==> src/rtl/stopwatch_ctrl_pkg.sv <==
// Shared types and constants for the stopwatch controller.
//   state_t    : controller FSM states
//   bcd_time_t : MM:SS as four BCD digits, most significant first
//   *_MOD      : digit moduli for the fixed-range digits. The minute-tens
//                modulus comes from the top-level MAX_MIN_TENS parameter.
package stopwatch_ctrl_pkg;

  typedef enum logic [1:0] {
    IDLE    = 2'd0,
    RUNNING = 2'd1,
    STOPPED = 2'd2,
    LAP     = 2'd3
  } state_t;

  typedef struct packed {
    logic [3:0] min_tens;
    logic [3:0] min_ones;
    logic [3:0] sec_tens;
    logic [3:0] sec_ones;
  } bcd_time_t;

  localparam int SEC_ONES_MOD = 10;
  localparam int SEC_TENS_MOD = 6;
  localparam int MIN_ONES_MOD = 10;

  localparam bcd_time_t TIME_ZERO = '0;

endpackage

==> src/rtl/stopwatch_ctrl_if.sv <==
// Signal bundle between the stopwatch controller and its environment
// (button synchronizers, timer block, 7-segment driver).
//
// Protocol: there is no valid/ready handshake. The buttons are synchronized
// levels, and a command is the rising edge of a level. second_tick and
// overflow are single-cycle pulses. Every other output is a registered level
// that stays stable between clock edges.
//
//   master : the controller (consumes buttons/tick, drives timer + display)
//   slave  : the environment side
interface stopwatch_ctrl_if;

  logic                       start_stop_btn;
  logic                       clear_btn;
  logic                       lap_btn;
  logic                       second_tick;
  logic                       timer_enable;
  logic                       timer_n_clr;
  logic                       running;
  logic                       lap_hold;
  logic [3:0]                 disp_min_tens;
  logic [3:0]                 disp_min_ones;
  logic [3:0]                 disp_sec_tens;
  logic [3:0]                 disp_sec_ones;
  logic                       overflow;
  stopwatch_ctrl_pkg::state_t state_dbg;

  modport master (
    input  start_stop_btn, clear_btn, lap_btn, second_tick,
    output timer_enable, timer_n_clr, running, lap_hold,
    output disp_min_tens, disp_min_ones, disp_sec_tens, disp_sec_ones,
    output overflow, state_dbg
  );

  modport slave (
    output start_stop_btn, clear_btn, lap_btn, second_tick,
    input  timer_enable, timer_n_clr, running, lap_hold,
    input  disp_min_tens, disp_min_ones, disp_sec_tens, disp_sec_ones,
    input  overflow, state_dbg
  );

endinterface

==> src/rtl/stopwatch_ctrl_bcd_digit_counter.sv <==
// One BCD digit of the elapsed-time ripple chain.
//   clk, n_rst : clock and synchronous active-low reset
//   clr        : synchronous clear to 0. It has priority over inc.
//   inc        : advance by one. The digit wraps MODULUS-1 -> 0.
//   digit      : current value, which always stays in 0..MODULUS-1
//   carry      : combinational, inc & (digit == MODULUS-1). It feeds the next
//                digit's inc.
module bcd_digit_counter #(
  parameter int MODULUS = 10
) (
  input  logic       clk,
  input  logic       n_rst,
  input  logic       clr,
  input  logic       inc,
  output logic [3:0] digit,
  output logic       carry
);

  localparam logic [3:0] LAST = 4'(MODULUS - 1);

  assign carry = inc & (digit == LAST);

  always_ff @(posedge clk) begin
    if (!n_rst) begin
      digit <= '0;
    end else if (clr) begin
      digit <= '0;
    end else if (inc) begin
      digit <= carry ? 4'd0 : digit + 4'd1;
    end
  end

endmodule

==> src/rtl/stopwatch_ctrl.sv <==
// Stopwatch control FSM. It sequences the one-second timer block and keeps the
// elapsed time as MM:SS BCD.
//   clk   : system clock. All logic runs on its rising edge.
//   n_rst : synchronous active-low reset
//   bus   : stopwatch_ctrl_if.master. It carries the button levels,
//           second_tick, the timer enable/clear, the status flags, the BCD
//           display digits, the overflow pulse and the state_dbg state view.
// Parameters:
//   MAX_MIN_TENS : last minute-tens digit before wrap (5 -> 59:59)
//   RST_BTN_PREV : reset value of the edge-detect registers
module stopwatch_ctrl
  import stopwatch_ctrl_pkg::*;
#(
  parameter int   MAX_MIN_TENS = 5,
  parameter logic RST_BTN_PREV = 1'b1
) (
  input  logic              clk,
  input  logic              n_rst,
  stopwatch_ctrl_if.master  bus
);

  state_t    state;
  state_t    state_next;
  bcd_time_t count;
  bcd_time_t lap_latch;

  logic ss_prev, cl_prev, lp_prev;
  logic start_edge, clear_edge, lap_edge;

  logic timer_enable_q, timer_n_clr_q, running_q, lap_hold_q, overflow_q;

  // The edge registers follow the levels every cycle. Resetting them high
  // hides a button that is held through reset.
  always_ff @(posedge clk) begin
    if (!n_rst) begin
      ss_prev <= RST_BTN_PREV;
      cl_prev <= RST_BTN_PREV;
      lp_prev <= RST_BTN_PREV;
    end else begin
      ss_prev <= bus.start_stop_btn;
      cl_prev <= bus.clear_btn;
      lp_prev <= bus.lap_btn;
    end
  end

  assign start_edge = bus.start_stop_btn & ~ss_prev;
  assign clear_edge = bus.clear_btn      & ~cl_prev;
  assign lap_edge   = bus.lap_btn        & ~lp_prev;

  // Ticks are honoured based on the state before the edge. A tick therefore
  // still counts in the cycle that moves RUNNING/LAP -> STOPPED.
  logic counting, tick_inc, cnt_clr;
  assign counting = (state == RUNNING) || (state == LAP);
  assign tick_inc = counting & bus.second_tick;
  assign cnt_clr  = (state == IDLE) || ((state == STOPPED) && clear_edge);

  logic [3:0] sec_ones, sec_tens, min_ones, min_tens;
  logic       c_sec_ones, c_sec_tens, c_min_ones, c_min_tens;

  bcd_digit_counter #(.MODULUS(SEC_ONES_MOD)) u_sec_ones (
    .clk(clk), .n_rst(n_rst), .clr(cnt_clr), .inc(tick_inc),
    .digit(sec_ones), .carry(c_sec_ones)
  );

  bcd_digit_counter #(.MODULUS(SEC_TENS_MOD)) u_sec_tens (
    .clk(clk), .n_rst(n_rst), .clr(cnt_clr), .inc(c_sec_ones),
    .digit(sec_tens), .carry(c_sec_tens)
  );

  bcd_digit_counter #(.MODULUS(MIN_ONES_MOD)) u_min_ones (
    .clk(clk), .n_rst(n_rst), .clr(cnt_clr), .inc(c_sec_tens),
    .digit(min_ones), .carry(c_min_ones)
  );

  bcd_digit_counter #(.MODULUS(MAX_MIN_TENS + 1)) u_min_tens (
    .clk(clk), .n_rst(n_rst), .clr(cnt_clr), .inc(c_min_ones),
    .digit(min_tens), .carry(c_min_tens)
  );

  assign count = '{min_tens: min_tens, min_ones: min_ones,
                   sec_tens: sec_tens, sec_ones: sec_ones};

  // Next-state decode. Start has priority over lap while counting, and
  // clear has priority over start while stopped.
  always_comb begin
    state_next = state;
    case (state)
      IDLE:    if (start_edge) state_next = RUNNING;
      RUNNING: if (start_edge)      state_next = STOPPED;
               else if (lap_edge)   state_next = LAP;
      LAP:     if (start_edge)      state_next = STOPPED;
               else if (lap_edge)   state_next = RUNNING;
      STOPPED: if (clear_edge)      state_next = IDLE;
               else if (start_edge) state_next = RUNNING;
      default: state_next = IDLE;
    endcase
  end

  // The outputs are registered from the next state, so they change in the
  // same cycle as the state register.
  always_ff @(posedge clk) begin
    if (!n_rst) begin
      state          <= IDLE;
      lap_latch      <= TIME_ZERO;
      timer_enable_q <= 1'b0;
      timer_n_clr_q  <= 1'b0;
      running_q      <= 1'b0;
      lap_hold_q     <= 1'b0;
      overflow_q     <= 1'b0;
    end else begin
      state <= state_next;
      // Capture the pre-tick count on entry to LAP.
      if ((state == RUNNING) && (state_next == LAP)) lap_latch <= count;
      timer_enable_q <= (state_next == RUNNING) || (state_next == LAP);
      timer_n_clr_q  <= (state_next != IDLE);
      running_q      <= (state_next == RUNNING) || (state_next == LAP);
      lap_hold_q     <= (state_next == LAP);
      overflow_q     <= c_min_tens;
    end
  end

  assign bus.timer_enable  = timer_enable_q;
  assign bus.timer_n_clr   = timer_n_clr_q;
  assign bus.running       = running_q;
  assign bus.lap_hold      = lap_hold_q;
  assign bus.overflow      = overflow_q;
  assign bus.state_dbg     = state;
  assign bus.disp_min_tens = lap_hold_q ? lap_latch.min_tens : count.min_tens;
  assign bus.disp_min_ones = lap_hold_q ? lap_latch.min_ones : count.min_ones;
  assign bus.disp_sec_tens = lap_hold_q ? lap_latch.sec_tens : count.sec_tens;
  assign bus.disp_sec_ones = lap_hold_q ? lap_latch.sec_ones : count.sec_ones;

endmodule

==> src/flat_wrapper.sv <==
// flat-port wrapper written by rule: the top's interface ports become plain ports
module stopwatch_ctrl_flat import stopwatch_ctrl_pkg::*;
#(
  parameter int   MAX_MIN_TENS = 5,
  parameter logic RST_BTN_PREV = 1'b1
)
  (clk, n_rst, bus_start_stop_btn, bus_clear_btn, bus_lap_btn, bus_second_tick, bus_timer_enable, bus_timer_n_clr, bus_running, bus_lap_hold, bus_disp_min_tens, bus_disp_min_ones, bus_disp_sec_tens, bus_disp_sec_ones, bus_overflow, bus_state_dbg);
  stopwatch_ctrl_if bus_i ();
  input  logic clk;
  input  logic n_rst;
  input wire logic [$bits(bus_i.start_stop_btn)-1:0] bus_start_stop_btn;
  input wire logic [$bits(bus_i.clear_btn)-1:0] bus_clear_btn;
  input wire logic [$bits(bus_i.lap_btn)-1:0] bus_lap_btn;
  input wire logic [$bits(bus_i.second_tick)-1:0] bus_second_tick;
  output wire logic [$bits(bus_i.timer_enable)-1:0] bus_timer_enable;
  output wire logic [$bits(bus_i.timer_n_clr)-1:0] bus_timer_n_clr;
  output wire logic [$bits(bus_i.running)-1:0] bus_running;
  output wire logic [$bits(bus_i.lap_hold)-1:0] bus_lap_hold;
  output wire logic [$bits(bus_i.disp_min_tens)-1:0] bus_disp_min_tens;
  output wire logic [$bits(bus_i.disp_min_ones)-1:0] bus_disp_min_ones;
  output wire logic [$bits(bus_i.disp_sec_tens)-1:0] bus_disp_sec_tens;
  output wire logic [$bits(bus_i.disp_sec_ones)-1:0] bus_disp_sec_ones;
  output wire logic [$bits(bus_i.overflow)-1:0] bus_overflow;
  output wire logic [$bits(bus_i.state_dbg)-1:0] bus_state_dbg;
  assign bus_i.start_stop_btn = bus_start_stop_btn;
  assign bus_i.clear_btn = bus_clear_btn;
  assign bus_i.lap_btn = bus_lap_btn;
  assign bus_i.second_tick = bus_second_tick;
  assign bus_timer_enable = bus_i.timer_enable;
  assign bus_timer_n_clr = bus_i.timer_n_clr;
  assign bus_running = bus_i.running;
  assign bus_lap_hold = bus_i.lap_hold;
  assign bus_disp_min_tens = bus_i.disp_min_tens;
  assign bus_disp_min_ones = bus_i.disp_min_ones;
  assign bus_disp_sec_tens = bus_i.disp_sec_tens;
  assign bus_disp_sec_ones = bus_i.disp_sec_ones;
  assign bus_overflow = bus_i.overflow;
  assign bus_state_dbg = bus_i.state_dbg;
  stopwatch_ctrl #(.MAX_MIN_TENS(MAX_MIN_TENS), .RST_BTN_PREV(RST_BTN_PREV)) u_core (.clk(clk), .n_rst(n_rst), .bus(bus_i));
endmodule
==> config.mk <==
export PLATFORM = sky130hd
export DESIGN_NAME = stopwatch_ctrl_flat
export DESIGN_NICKNAME = d
export VERILOG_FILES = /design/src/rtl/stopwatch_ctrl_pkg.sv /design/src/rtl/stopwatch_ctrl_if.sv /design/src/rtl/stopwatch_ctrl_bcd_digit_counter.sv /design/src/rtl/stopwatch_ctrl.sv /design/src/flat_wrapper.sv
export SDC_FILE = /design/constraint.sdc
export NUM_CORES = 1
export LEC_CHECK = 0
export ABC_CLOCK_PERIOD_IN_PS = 2600
export BUFFER_PORTS_ARGS = -buffer_cell sky130_fd_sc_hd__buf_2
export CORE_AREA = 5 5 76 78
export CTS_CLUSTER_SIZE = 10
export DETAILED_ROUTE_END_ITERATION = 7
export DIE_AREA = 0 0 81 83
export GPL_TIMING_DRIVEN = 0
export HOLD_SLACK_MARGIN = 0.05
export MAX_ROUTING_LAYER = met4
export PLACE_DENSITY_LB_ADDON = 0.05
export SETUP_SLACK_MARGIN = 0.15
export SYNTH_ARGS = -nofsm -noshare
export SYNTH_HDL_FRONTEND = slang
export SYNTH_SLANG_ARGS = --single-unit
==> constraint.sdc <==
create_clock -name clk -period 2.6 [get_ports clk]
set_clock_uncertainty 0.05 [all_clocks]
set_input_delay 0.26 -clock clk [delete_from_list [all_inputs] [get_ports clk]]
set_output_delay 0.26 -clock clk [all_outputs]
set_load 0.005 [all_outputs]
Yosys cells after proc, flatten, opt, wreduce, memory -nomap -nowiden
Index checks and enable logic that the tools add are counted.

word-level totals
  bits in registers = 41

cells by class
  add/subtract/negate cells = 4
  equality and inequality tests = 9
  multiplexer cells = 15
  bitwise operators = 12
  reduce and logical (&&, ||, !) cells = 8

operator list
  operator               number
  $mux W4                8
  $add A4 B1 Y4 const B  4
  $mux W2                6
  $and A1 B1 Y1          8
  $eq A4 B3 Y1 const B   2
  $eq A4 B4 Y1 const B   2
  $pmux W2 S4            1
  $eq A2 B2 Y1 const B   3
  $eq A2 B1 Y1 const B   2
  $not A1 Y1             4
  $logic_or A1 B1 Y1     3
  $logic_and A1 B1 Y1    2
  $logic_not A2 Y1       1
  $reduce_bool A2 Y1     1
  $reduce_or A2 Y1       1

Longest topological paths before layout
  depth after elaboration = 8
  mapped depth = 7
  mapped depth without buffers = 6

Modules after synthesis
Synthesis repeated with hierarchy kept, for this count alone.

unflattened totals
  cell total of the unflattened synthesis = 210
  area, all modules = 2,001.9 um2

modules (own cells, without submodules)
  module             times used  cells an instance  area an instance (um2)  seq. area each (um2)
  stopwatch_ctrl     1           118                1,166.1                 480.5
  bcd_digit_counter  4           23                 209.0                   80.1

Least setup slack after synthesis
Ideal clock, no wire load.

  path kind = register to register
  from = reg u_core.u_sec_ones.digit[0]
  to = reg u_core.u_min_tens.digit[3]
  arrival time = 1,926 ps
  required time = 2,479 ps
  setup slack = 554 ps
  cell stages (with the launch flop) = 7
  buffers on the path = 1
  period minus slack after synthesis = 2,046 ps
  cell sequence = dfxtp_1 > ha_1 > nand3b_4 > or4_1 > buf_2 > or4_1 > a21oi_1

on the way
  longest elaborated chain between the ends = 6

ends and longest elaborated chain
  what                             RTL line                                source
  start: declaration               stopwatch_ctrl_bcd_digit_counter.sv:15  output logic [3:0] digit,
  start signal: assignment         stopwatch_ctrl_bcd_digit_counter.sv:29  digit <= carry ? 4'd0 : digit + 4'd1;
  $eq A4 B4 Y1 (*)                 stopwatch_ctrl_bcd_digit_counter.sv:21  assign carry = inc & (digit == LAST);
  $and A1 B1 Y1 (*) (3 in series)  stopwatch_ctrl_bcd_digit_counter.sv:21
  $and A1 B1 Y1                    stopwatch_ctrl_bcd_digit_counter.sv:21
  $mux W4                          stopwatch_ctrl_bcd_digit_counter.sv:29
  end signal: assignment           stopwatch_ctrl_bcd_digit_counter.sv:29
  end: declaration                 stopwatch_ctrl_bcd_digit_counter.sv:15

Mark *: on every way between the ends. The rest lies on a longest branch, timed or not.
A chain may end at the register's enable or synchronous reset.

Final worst setup path
Same ends and word-level chain as after synthesis.

==> impl_metrics.tcl <==
set metrics [dict create \
    status "finished clean" \
    m1WireLength_mm 2.06 \
    postCtsResizedCells 0 \
    port-buffer-count 28 \
    worstMarginPinSlew_ns 0.912 \
    fin_util_pct 44.5 \
    avgRoutedWirePerCell_um 13.1 \
    io_pins 29 \
    cts_tree "built" \
    post_cts_buffers 0 \
    hold_viol 0 \
    rr_startpoint "u_core.u_sec_ones.digit[0]" \
    power_density_nw_per_um2 493 \
    die_width_um 81 \
    multi_input_area_um2 1030 \
    whs_endpoint "u_core.cl_prev" \
    yosys_warnings 0 \
    hp-class "primary input to flop" \
    layout_commonest_cell "dfxtp_1" \
    synth_nets 221 \
    slew_violations 0 \
    crit_arrival_ns 2.39 \
    wl_met2_mm 1.86 \
    grt_pass1_wl_mm 7.00 \
    h-tree-depth 2 \
    yosysTopAreaCell "dfxtp_1" \
    vias_per_cell 4.76 \
    syn_to_final_growth_pct 16.9 \
    crit_path_start_kind "flop" \
    core_region_area_um2 5010 \
    r2r_slack_ns 0.39 \
    yosysSeqAreaShare_pct 42.0 \
    worstReg2RegEnd "u_core.u_min_tens.digit[3]" \
    vias 1491 \
    leakage_nw 1.01 \
    fin_tns_setup_ns 0 \
    fin_hold_ws_ns 0.112 \
    synth_area_um2 1910 \
    initial_utilization_pct 38.1 \
    worstPathRequired_ns 2.78 \
    synthCells 207 \
    drt_iter0_markers 49 \
    pre_cts_slack_ns 0.400 \
    worstSetupPathType "flop to flop" \
    cts-root-buf "clkbuf_8" \
    final_cells 313 \
    num_antenna_cells 0 \
    drive_gt1_share_pct 23.9 \
    fillers 540 \
    critical_path.max_fanout 7 \
    ys_types 36 \
    synth_seq_cells 40 \
    dp_hpwl_mm 2.95 \
    drc 0 \
    synth.area.top_cells "dfxtp_1 (42%), mux2i_1 (8.4%), mux2_2 (7.1%)" \
    wl_mm 4.11 \
    hold_start "bus_clear_btn" \
    wl_met3_um 131 \
    antenna_found_initial 0 \
    grtUsageTotal_pct 13.8 \
    setup_viol 0 \
    avgSynthCellArea_um2 9.21 \
    regArea_um2 801 \
    first_pass_iters 4 \
    relSlewSlack_pct 38.7 \
    cts_buffers 5 \
    period_share_pct 85.1 \
    clk_pin_slew_worst_paths_ns 0.08 \
    worstSkewPairLatency_ns 0.29 \
    drv_cap 0 \
    final_cell_mix "dfxtp_1 (40), buf_2 (31), nor2_1 (23)" \
    setup_ws_ns 0.387 \
    die_area_um2 6720 \
    holdPathStages 2 \
    synth.top_cell.area_share_pct 42.0 \
    die_h_um 83 \
    grt_max_degree 13 \
    min_period_ns 2.21 \
    clock_path_buffers 2 \
    gp_routability_congestion 0.739 \
    num_rows 26 \
    irDropWorstVdd_mv 0.204 \
    rsz0062_at_grt "no" \
    critPathCaptureType "flop" \
    postRouteAntennaNets 0 \
    rr_worst_depth 6 \
    gr-total-overflow 0 \
    grt_pass1_vias 1414 \
    clock_sinks 40 \
    top_layer "met4" \
    final_net_count 256 \
    postCtsHoldBufs 0 \
    worstSetupStartpoint "u_core.u_sec_ones.digit[0]" \
    dp_cells 305 \
    fmax_mhz 452 \
]
## layout make-up
| type | count | share of cell area (%) |
|---|---|---|
| Buffer | 11 | 2.36 |
| Clock buffer | 7 | 3.87 |
| Clock inverter | 1 | 0.337 |
| Inverter | 7 | 1.18 |
| Multi-Input combinational cell | 149 | 46.1 |
| Sequential cell | 40 | 35.9 |
| Tap cell | 70 | 3.93 |
| Timing Repair Buffer | 28 | 6.29 |
## synthesized netlist by cell type
master     instances
and3b_2            1
and2_1             1
mux2_2            12
dfxtp_1           40
a21o_2             1
mux2i_1           16
or3_1              1
and4b_2            1
nor4_1             2
buf_2              3
nand3b_4           1
a31oi_1            1
or4_1              2
xnor2_1            4
nor2_1            23
nand3b_1           4
nand2b_1           5
or3_2              2
a2111oi_0          2
nand4b_1           1
nor3_1            13
nand2_1           12
inv_1              7
clkbuf_1           6
ha_1               8
and3b_1            1
nor2b_1            3
and2_0             1
nand3_1            6
o21ai_1            1
a21oi_1           11
buf_4              2
o21ai_0            9
xor2_1             2
nor3b_1            1
a211oi_1           1
## per-stage QoR
| stage | total power, mW | instance area (µm²) |
|---|---|---|
| global placement | 0.674 | 2130 |
| floorplan | 0.658 | 1910 |
| detailed placement | 0.675 | 2130 |
| finish | 1.10 | 2230 |
| CTS | 1.12 | 2230 |
| global route | 1.15 | 2230 |
## worst max-delay path by stage
stage,endpoint,slack (ns),depth (start not counted)
after global placement,u_core.u_min_tens.digit[3],0.38,6
final,u_core.u_min_tens.digit[3],0.39,6
after floorplan,u_core.u_min_tens.digit[3],0.55,6
after CTS,u_core.u_min_tens.digit[3],0.38,6
after global routing,u_core.u_min_ones.digit[1],0.24,5
after detailed placement,u_core.u_min_tens.digit[3],0.40,6
## sequential cells by signal, indices dropped and copies added (netlist names), 2 cells and up
signal,flops
u_core.lap_latch,16
u_core.u_min_ones.digit,4
u_core.bus.state_dbg,2
u_core.u_sec_tens.digit,4
u_core.u_sec_ones.digit,4
u_core.u_min_tens.digit,4
## power by group
part	leakage (nW)	internal (mW)	switching, mW
registers	0.323	0.616	0.00208
logic	0.638	0.0160	0.0244
clock network	0.0445	0.216	0.223
## critical path, cell delays in order, from the launching register on
cell      delay [ns]
dfxtp_1         0.44
ha_1            0.26
nand3b_4        0.13
or4_1           0.49
buf_2           0.17
or4_1           0.47
a21oi_1         0.14
## cell families after synthesis
family / Yosys count / synth area share, %
DFF: 40 / 42.0
adders and majority gates: 8 / 5.25
xor gates and xnor gates: 6 / 2.76
and+or+nand+nor: 81 / 22.8
buffers and inverters: 18 / 4.13
muxes: 28 / 15.5
AOI/OAI and AO/OA: 26 / 7.61
## layer usage
metal	global-route usage, %	vias up
li1	-	786
met3	3.57	6
met1	18.1	678
met4	5.07	0
met5	-	-
met2	20.4	21
Note: power is estimated with default switching activity, not from simulation.
